**src/rtl/id_ex_reg_pkg.sv**
```systemverilog
// Shared constants for the ID/EX pipeline register: ALU function codes,
// operand-select encodings, the bubble (NOP) control word and the forwarding
// match helper used by both forwarding muxes.
package id_ex_reg_pkg;

  // ALU function codes carried through EX
  localparam logic [4:0] ALU_ADD  = 5'd0;
  localparam logic [4:0] ALU_SUB  = 5'd1;
  localparam logic [4:0] ALU_AND  = 5'd2;
  localparam logic [4:0] ALU_OR   = 5'd3;
  localparam logic [4:0] ALU_XOR  = 5'd4;
  localparam logic [4:0] ALU_SLL  = 5'd5;
  localparam logic [4:0] ALU_SRL  = 5'd6;
  localparam logic [4:0] ALU_SRA  = 5'd7;
  localparam logic [4:0] ALU_SLT  = 5'd8;
  localparam logic [4:0] ALU_SLTU = 5'd9;

  // Operand 1 select: forwarded rs1, the instruction PC, or zero
  localparam logic [1:0] OP1_RS1   = 2'd0;
  localparam logic [1:0] OP1_PC    = 2'd1;
  localparam logic [1:0] OP1_ZERO  = 2'd2;
  localparam logic [1:0] OP1_ZERO3 = 2'd3;

  // Operand 2 select: forwarded rs2, immediate, constant 4 (link address), or zero
  localparam logic [1:0] OP2_RS2  = 2'd0;
  localparam logic [1:0] OP2_IMM  = 2'd1;
  localparam logic [1:0] OP2_FOUR = 2'd2;
  localparam logic [1:0] OP2_ZERO = 2'd3;

  // Control portion of the EX register (everything that is not XLEN wide)
  typedef struct packed {
    logic       valid;
    logic [4:0] rs1;
    logic [4:0] rs2;
    logic [4:0] rd;
    logic [4:0] alu_fn;
    logic [1:0] op1_sel;
    logic [1:0] op2_sel;
    logic       wb_en;
    logic       mem_ren;
    logic       mem_wen;
  } ex_ctrl_t;

  // The single definition of a bubble; reset and the kill paths both load it.
  // A bubble's data fields (pc, rs1/rs2 data, imm) are all zero.
  localparam ex_ctrl_t BUBBLE_CTRL = '{
    valid:   1'b0,
    rs1:     5'd0,
    rs2:     5'd0,
    rd:      5'd0,
    alu_fn:  ALU_ADD,
    op1_sel: OP1_RS1,
    op2_sel: OP2_RS2,
    wb_en:   1'b0,
    mem_ren: 1'b0,
    mem_wen: 1'b0
  };

  // What the EX register does on the coming edge
  typedef enum logic [1:0] {
    EX_LOAD,
    EX_BUBBLE,
    EX_HOLD
  } ex_action_e;

  // A later stage can supply a source operand only if it really writes a
  // non-x0 register that matches the source address.
  function automatic logic fwd_hit(input logic       valid,
                                   input logic       wb_en,
                                   input logic [4:0] rd,
                                   input logic [4:0] src);
    return valid & wb_en & (rd != 5'd0) & (rd == src);
  endfunction

endpackage

```
**src/rtl/id_ex_reg_fwd_mux.sv**
```systemverilog
// Operand forwarding mux: picks the youngest in-flight result that targets
// the given source register, falling back to the value read in ID.
module fwd_mux
  import id_ex_reg_pkg::*;
#(
  parameter int XLEN = 32
) (
  input  logic [4:0]      src_addr_i,
  input  logic [XLEN-1:0] reg_data_i,
  input  logic            mem_valid_i,
  input  logic            mem_wb_en_i,
  input  logic [4:0]      mem_rd_i,
  input  logic [XLEN-1:0] mem_data_i,
  input  logic            wb_valid_i,
  input  logic            wb_wb_en_i,
  input  logic [4:0]      wb_rd_i,
  input  logic [XLEN-1:0] wb_data_i,
  output logic [XLEN-1:0] fwd_data_o
);

  // EX/MEM is younger than MEM/WB, so its match wins; x0 never matches
  always_comb begin
    fwd_data_o = reg_data_i;
    if (fwd_hit(mem_valid_i, mem_wb_en_i, mem_rd_i, src_addr_i)) begin
      fwd_data_o = mem_data_i;
    end else if (fwd_hit(wb_valid_i, wb_wb_en_i, wb_rd_i, src_addr_i)) begin
      fwd_data_o = wb_data_i;
    end
  end

endmodule

```
**src/rtl/id_ex_reg.sv**
```systemverilog
// ID/EX pipeline register with flush/stall handling, load-use hazard
// detection, and combinational operand forwarding on the registered
// instruction so a stalled instruction still sees newly produced results.
module id_ex_reg
  import id_ex_reg_pkg::*;
#(
  parameter int XLEN = 32
) (
  input  logic            clk,
  input  logic            rst,
  input  logic            id_valid,
  input  logic [XLEN-1:0] id_pc,
  input  logic [XLEN-1:0] id_rs1_data,
  input  logic [XLEN-1:0] id_rs2_data,
  input  logic [XLEN-1:0] id_imm,
  input  logic [4:0]      id_rs1,
  input  logic [4:0]      id_rs2,
  input  logic [4:0]      id_rd,
  input  logic [4:0]      id_alu_fn,
  input  logic [1:0]      id_op1_sel,
  input  logic [1:0]      id_op2_sel,
  input  logic            id_wb_en,
  input  logic            id_mem_ren,
  input  logic            id_mem_wen,
  input  logic            stall,
  input  logic            flush,
  input  logic            mem_valid,
  input  logic            mem_wb_en,
  input  logic [4:0]      mem_rd,
  input  logic [XLEN-1:0] mem_data,
  input  logic            wb_valid,
  input  logic            wb_wb_en,
  input  logic [4:0]      wb_rd,
  input  logic [XLEN-1:0] wb_data,
  output logic            ex_valid,
  output logic [XLEN-1:0] ex_pc,
  output logic [4:0]      ex_alu_fn,
  output logic [XLEN-1:0] ex_src1,
  output logic [XLEN-1:0] ex_src2,
  output logic [XLEN-1:0] ex_store_data,
  output logic [4:0]      ex_rd,
  output logic            ex_wb_en,
  output logic            ex_mem_ren,
  output logic            ex_mem_wen,
  output logic            load_use_hazard
);

  ex_ctrl_t        ctrl_q, ctrl_d;
  logic [XLEN-1:0] pc_q, pc_d;
  logic [XLEN-1:0] rs1_data_q, rs1_data_d;
  logic [XLEN-1:0] rs2_data_q, rs2_data_d;
  logic [XLEN-1:0] imm_q, imm_d;

  ex_ctrl_t        id_ctrl;
  ex_action_e      action;
  logic [XLEN-1:0] fwd_rs1;
  logic [XLEN-1:0] fwd_rs2;

  // Pack the decoded ID control fields into the EX control word layout
  always_comb begin
    id_ctrl         = BUBBLE_CTRL;
    id_ctrl.valid   = id_valid;
    id_ctrl.rs1     = id_rs1;
    id_ctrl.rs2     = id_rs2;
    id_ctrl.rd      = id_rd;
    id_ctrl.alu_fn  = id_alu_fn;
    id_ctrl.op1_sel = id_op1_sel;
    id_ctrl.op2_sel = id_op2_sel;
    id_ctrl.wb_en   = id_wb_en;
    id_ctrl.mem_ren = id_mem_ren;
    id_ctrl.mem_wen = id_mem_wen;
  end

  // A load in EX whose result the ID instruction needs cannot be forwarded in time
  always_comb begin
    load_use_hazard = ctrl_q.valid & ctrl_q.mem_ren & (ctrl_q.rd != 5'd0) & id_valid &
                      ((ctrl_q.rd == id_rs1) | (ctrl_q.rd == id_rs2));
  end

  // Decide the register's action: a kill beats a freeze, which beats a hazard bubble
  always_comb begin
    action = EX_LOAD;
    if (flush) begin
      action = EX_BUBBLE;
    end else if (stall) begin
      action = EX_HOLD;
    end else if (load_use_hazard) begin
      action = EX_BUBBLE;
    end
  end

  // Next-state values for every field of the EX register
  always_comb begin
    ctrl_d     = ctrl_q;
    pc_d       = pc_q;
    rs1_data_d = rs1_data_q;
    rs2_data_d = rs2_data_q;
    imm_d      = imm_q;
    case (action)
      EX_LOAD: begin
        ctrl_d     = id_ctrl;
        pc_d       = id_pc;
        rs1_data_d = id_rs1_data;
        rs2_data_d = id_rs2_data;
        imm_d      = id_imm;
      end
      EX_BUBBLE: begin
        ctrl_d     = BUBBLE_CTRL;
        pc_d       = '0;
        rs1_data_d = '0;
        rs2_data_d = '0;
        imm_d      = '0;
      end
      default: begin
        ctrl_d     = ctrl_q;
      end
    endcase
  end

  // EX register; reset forces the bubble regardless of stall or flush
  always_ff @(posedge clk or posedge rst) begin
    if (rst) begin
      ctrl_q     <= BUBBLE_CTRL;
      pc_q       <= '0;
      rs1_data_q <= '0;
      rs2_data_q <= '0;
      imm_q      <= '0;
    end else begin
      ctrl_q     <= ctrl_d;
      pc_q       <= pc_d;
      rs1_data_q <= rs1_data_d;
      rs2_data_q <= rs2_data_d;
      imm_q      <= imm_d;
    end
  end

  fwd_mux #(.XLEN(XLEN)) u_fwd_rs1 (
    .src_addr_i  (ctrl_q.rs1),
    .reg_data_i  (rs1_data_q),
    .mem_valid_i (mem_valid),
    .mem_wb_en_i (mem_wb_en),
    .mem_rd_i    (mem_rd),
    .mem_data_i  (mem_data),
    .wb_valid_i  (wb_valid),
    .wb_wb_en_i  (wb_wb_en),
    .wb_rd_i     (wb_rd),
    .wb_data_i   (wb_data),
    .fwd_data_o  (fwd_rs1)
  );

  fwd_mux #(.XLEN(XLEN)) u_fwd_rs2 (
    .src_addr_i  (ctrl_q.rs2),
    .reg_data_i  (rs2_data_q),
    .mem_valid_i (mem_valid),
    .mem_wb_en_i (mem_wb_en),
    .mem_rd_i    (mem_rd),
    .mem_data_i  (mem_data),
    .wb_valid_i  (wb_valid),
    .wb_wb_en_i  (wb_wb_en),
    .wb_rd_i     (wb_rd),
    .wb_data_i   (wb_data),
    .fwd_data_o  (fwd_rs2)
  );

  // ALU operand 1 select
  always_comb begin
    ex_src1 = '0;
    case (ctrl_q.op1_sel)
      OP1_RS1: ex_src1 = fwd_rs1;
      OP1_PC:  ex_src1 = pc_q;
      default: ex_src1 = '0;
    endcase
  end

  // ALU operand 2 select; constant 4 gives the link address for jumps
  always_comb begin
    ex_src2 = '0;
    case (ctrl_q.op2_sel)
      OP2_RS2:  ex_src2 = fwd_rs2;
      OP2_IMM:  ex_src2 = imm_q;
      OP2_FOUR: ex_src2 = XLEN'(32'd4);
      default:  ex_src2 = '0;
    endcase
  end

  // Store data always uses the forwarded rs2, independent of the ALU operand choice
  always_comb begin
    ex_store_data = fwd_rs2;
  end

  // Drive the registered control fields straight out to EX
  always_comb begin
    ex_valid   = ctrl_q.valid;
    ex_pc      = pc_q;
    ex_alu_fn  = ctrl_q.alu_fn;
    ex_rd      = ctrl_q.rd;
    ex_wb_en   = ctrl_q.wb_en;
    ex_mem_ren = ctrl_q.mem_ren;
    ex_mem_wen = ctrl_q.mem_wen;
  end

endmodule
```
**config.mk**
```make
export PLATFORM = sky130hd
export DESIGN_NAME = id_ex_reg
export DESIGN_NICKNAME = d
export VERILOG_FILES = /design/src/rtl/id_ex_reg_pkg.sv /design/src/rtl/id_ex_reg_fwd_mux.sv /design/src/rtl/id_ex_reg.sv
export SDC_FILE = /design/constraint.sdc
export NUM_CORES = 1
export LEC_CHECK = 0
export BUFFER_PORTS_ARGS = -buffer_cell sky130_fd_sc_hd__buf_2
export CAP_MARGIN = 0
export CELL_PAD_IN_SITES_DETAIL_PLACEMENT = 1
export CELL_PAD_IN_SITES_GLOBAL_PLACEMENT = 2
export CORE_UTILIZATION = 24
export CTS_CLUSTER_DIAMETER = 60
export DETAILED_ROUTE_END_ITERATION = 10
export PLACE_DENSITY_LB_ADDON = 0.1
export SKIP_CTS_REPAIR_TIMING = 1
export SLEW_MARGIN = 15
export SYNTH_ARGS = -nofsm -noshare
export SYNTH_HDL_FRONTEND = slang
export SYNTH_SLANG_ARGS = --single-unit
export TNS_END_PERCENT = 30
```
**constraint.sdc**
```tcl
create_clock -name clk -period 4.2 [get_ports clk]
set_input_delay 0.42 -clock clk [delete_from_list [all_inputs] [get_ports clk]]
set_output_delay 0.42 -clock clk [all_outputs]
set_load 0.02 [all_outputs]
```
==> results.sh <==
export IMPL_power_leakage_uw=0.00543
export IMPL_io_buffers=380
export IMPL_p_per_area_nw_per_um2=337
export IMPL_synthTopCellsByCount="327 x nand2_1, 156 x dfrtp_1, 149 x o22ai_1, 86 x clkbuf_1, 63 x mux2i_1"
export IMPL_synth_main_ff_cell="dfrtp_1"
export IMPL_core_um2=37600
export IMPL_holdCritPathClass="in -> async"
export IMPL_dpl_cell_area_um2=11400
export IMPL_design_area_um2=12000
export IMPL_ys_async_sr_fraction_pct=100
export IMPL_clk_pin_slew_ns=0.06
export IMPL_clockBufferDepth=2
export IMPL_ant_nets=0
export IMPL_syn2layout_area_growth_pct=31.8
export IMPL_final_setup_viol_count=0
export IMPL_grt_ovfl_total=0
export IMPL_syn_inst=1094
export IMPL_path_class="reg -> out"
export IMPL_yosys_area_top_type_share_pct=42.7
export IMPL_syn_avg_cell_area_um2=8.35
export IMPL_numCtsBuffers=17
export IMPL_place_ws_ns=0.748
export IMPL_dr_first_iter_drc_count=366
export IMPL_fin_skew_ns=0.00908
export IMPL_grt_max_degree=112
export IMPL_synth_seq_cells=156
export IMPL_cts_sinks=156
export IMPL_fin_ws_ns=0.432
export IMPL_hold_worst_slack_ns=0.0962
export IMPL_yosys_warnings=0
export IMPL_critPathRequiredTime_ns=3.78
export IMPL_status="finished clean"
export IMPL_drtPass1Iterations=4
export IMPL_worstSetupStartpointType="flip-flop"
export IMPL_finalCriticalPeriod_ns=3.77
export IMPL_fp_row_count=71
export IMPL_hold_viol_final=0
export IMPL_worst_pin_slew_ns=1.15
export IMPL_yosysTopAreaCell="dfrtp_1"
export IMPL_drive_gt1_share_pct=33.0
export IMPL_vias=9586
export IMPL_reg2reg_depth=6
export IMPL_gp_congestion=0.842
export IMPL_die_w_um=197
export IMPL_post_route_period_util_pct=89.7
export IMPL_fin_nets=1634
export IMPL_pin_count=381
export IMPL_synth_top_cells_by_area="dfrtp_1 43%, nand2_1 13%, o22ai_1 10%, mux2i_1 6.9%, clkbuf_1 3.5%"
export IMPL_antenna_found_initial=17
export IMPL_grt_pass1_wl_um=67200
export IMPL_drv_cap=0
export IMPL_seq_area_frac_synth_pct=42.7
export IMPL_grt_pass1_vias=10090
export IMPL_cts_htree_levels=4
export IMPL_grtUsageTotal_pct=23.5
export IMPL_start_util_pct=24.3
export IMPL_cts_tree="done"
export IMPL_dieArea_um2=38800
export IMPL_synth_area_um2=9140
export IMPL_dp_hpwl_um=32200
export IMPL_fmax_ghz=0.265
export IMPL_wl_per_cell_um=23.7
export IMPL_synth_most_common_cell="nand2_1"
export IMPL_rsz0062_at_grt="no"
export IMPL_routed_wl_um=45700
export IMPL_crit_path_max_fanout=55
export IMPL_synth_edf_count=0
export IMPL_end_kind="output pin"
export IMPL_synth_nets=1332
export IMPL_drc=0
export IMPL_vdd_drop_max_mv=0.259
export IMPL_slew_viol_final=0
export IMPL_cp_arrival_ns=3.35
export IMPL_yosysUniqueCellTypes=39
export IMPL_via_per_inst=4.96
export IMPL_slew_headroom_pct=23.4
export IMPL_clockRootBuffer="clkbuf_16"
export IMPL_dieHeight_um=197
export IMPL_fin_tns_setup_ns=0
export IMPL_clock_latency_ns=0.44
metrics by stage:
| step | util, % | std cells | total power, uW |
|---|---|---|---|
| finish | 32.0 | 1931 | 4050 |
| global route | 32.0 | 1924 | 4250 |
| CTS | 32.0 | 1919 | 4130 |
| detailed placement | 30.5 | 1888 | 2540 |
| global placement | 30.5 | 1888 | 2530 |
| floorplan | - | 1094 | 2120 |
sequential cells by signal (all words and copies together) (netlist names):
register,cells
ex_pc,32
imm_q,32
rs1_data_q,32
rs2_data_q,32
ctrl_q,14
ex_alu_fn,5
ex_rd,5
ex_mem_ren,1
ex_mem_wen,1
ex_valid,1
ex_wb_en,1
metal layers:
metal	routed length, um	vias up	global-route usage [%]	part of all wire (%)
met3	2430	56	6.16	5.3
met4	1340	12	8.67	2.9
met1	20100	4742	30.0	44
met5	81	-	0	0.18
met2	21800	276	37.8	48
li1	-	4500	-	-
worst max-delay path: stages (launching register included):
cell      delay [ns]
dfrtp_1         0.42
xor2_1          0.19
nor4_1          0.60
nand2_4         0.48
nand2_2         0.47
buf_4           0.36
o221ai_1        0.16
buf_2           0.20
final timing paths:
| kind | startpoint | endpoint | slack, ns |
|---|---|---|---|
| min in group clk | id_imm[20] | imm_q[20] | 0.20 |
| max | ctrl_q[21] | ex_src2[0] | 0.43 |
| max in group asynchronous | rst | rs1_data_q[6] | 3.19 |
| max reg2reg | ex_rd[1] | ex_alu_fn[0] | 1.53 |
| min | rst | ctrl_q[22] | 0.1 |
| min reg2reg | ex_mem_wen | ex_mem_wen | 0.49 |
layout by cell type (no fill, tap or decap), types with 3 or more instances in the layout:
master,netlist,layout
nand3b_1,19,19
nor3_1,3,3
diode_2,0,12
clkinv_2,0,7
o22ai_1,149,149
clkbuf_16,0,17
mux2i_1,63,63
o21ai_1,7,7
nor2_1,35,34
o221ai_1,20,20
buf_2,14,378
or4b_1,6,6
dfrtp_1,156,155
or4b_2,5,5
clkinvlp_4,0,4
a22oi_1,32,32
o21ai_0,33,33
buf_4,13,16
o211ai_1,11,11
or3b_2,11,11
nand3_1,16,16
buf_12,0,5
a21oi_1,33,32
nand2_1,327,325
xnor2_1,15,15
xor2_1,15,15
logic make-up (layout without fill, tap and decap cells):
kind of cell	after synthesis	after routing	synth area share [%]
AOI/OAI and AO/OA	291	291	20.3
xor gates and xnor gates	30	30	2.88
buffers and inverters	120	434	5.90
DFF	156	156	42.7
muxes	65	65	7.23
other	0	12	0
and+or+nand+nor	432	432	20.9
power breakdown:
part           switching [uW]  leakage (uW)  total [uW]  internal (uW)
clock                     681      0.000277        1560            880
combinational             535       0.00308         830            295
sequential               77.2       0.00207        1660           1590
final cells by class:
| class | instances | area (um2) |
|---|---|---|
| Fill cell | 4579 | 25500 |
| Multi-Input combinational cell | 818 | 4750 |
| Sequential cell | 156 | 3910 |
| Timing Repair Buffer | 401 | 2130 |
| Tap cell | 511 | 639 |
| Clock buffer | 18 | 439 |
| Clock inverter | 13 | 126 |
| Antenna cell | 12 | 30.0 |
| Inverter | 2 | 11.3 |
(Power assumes the default switching activity.)
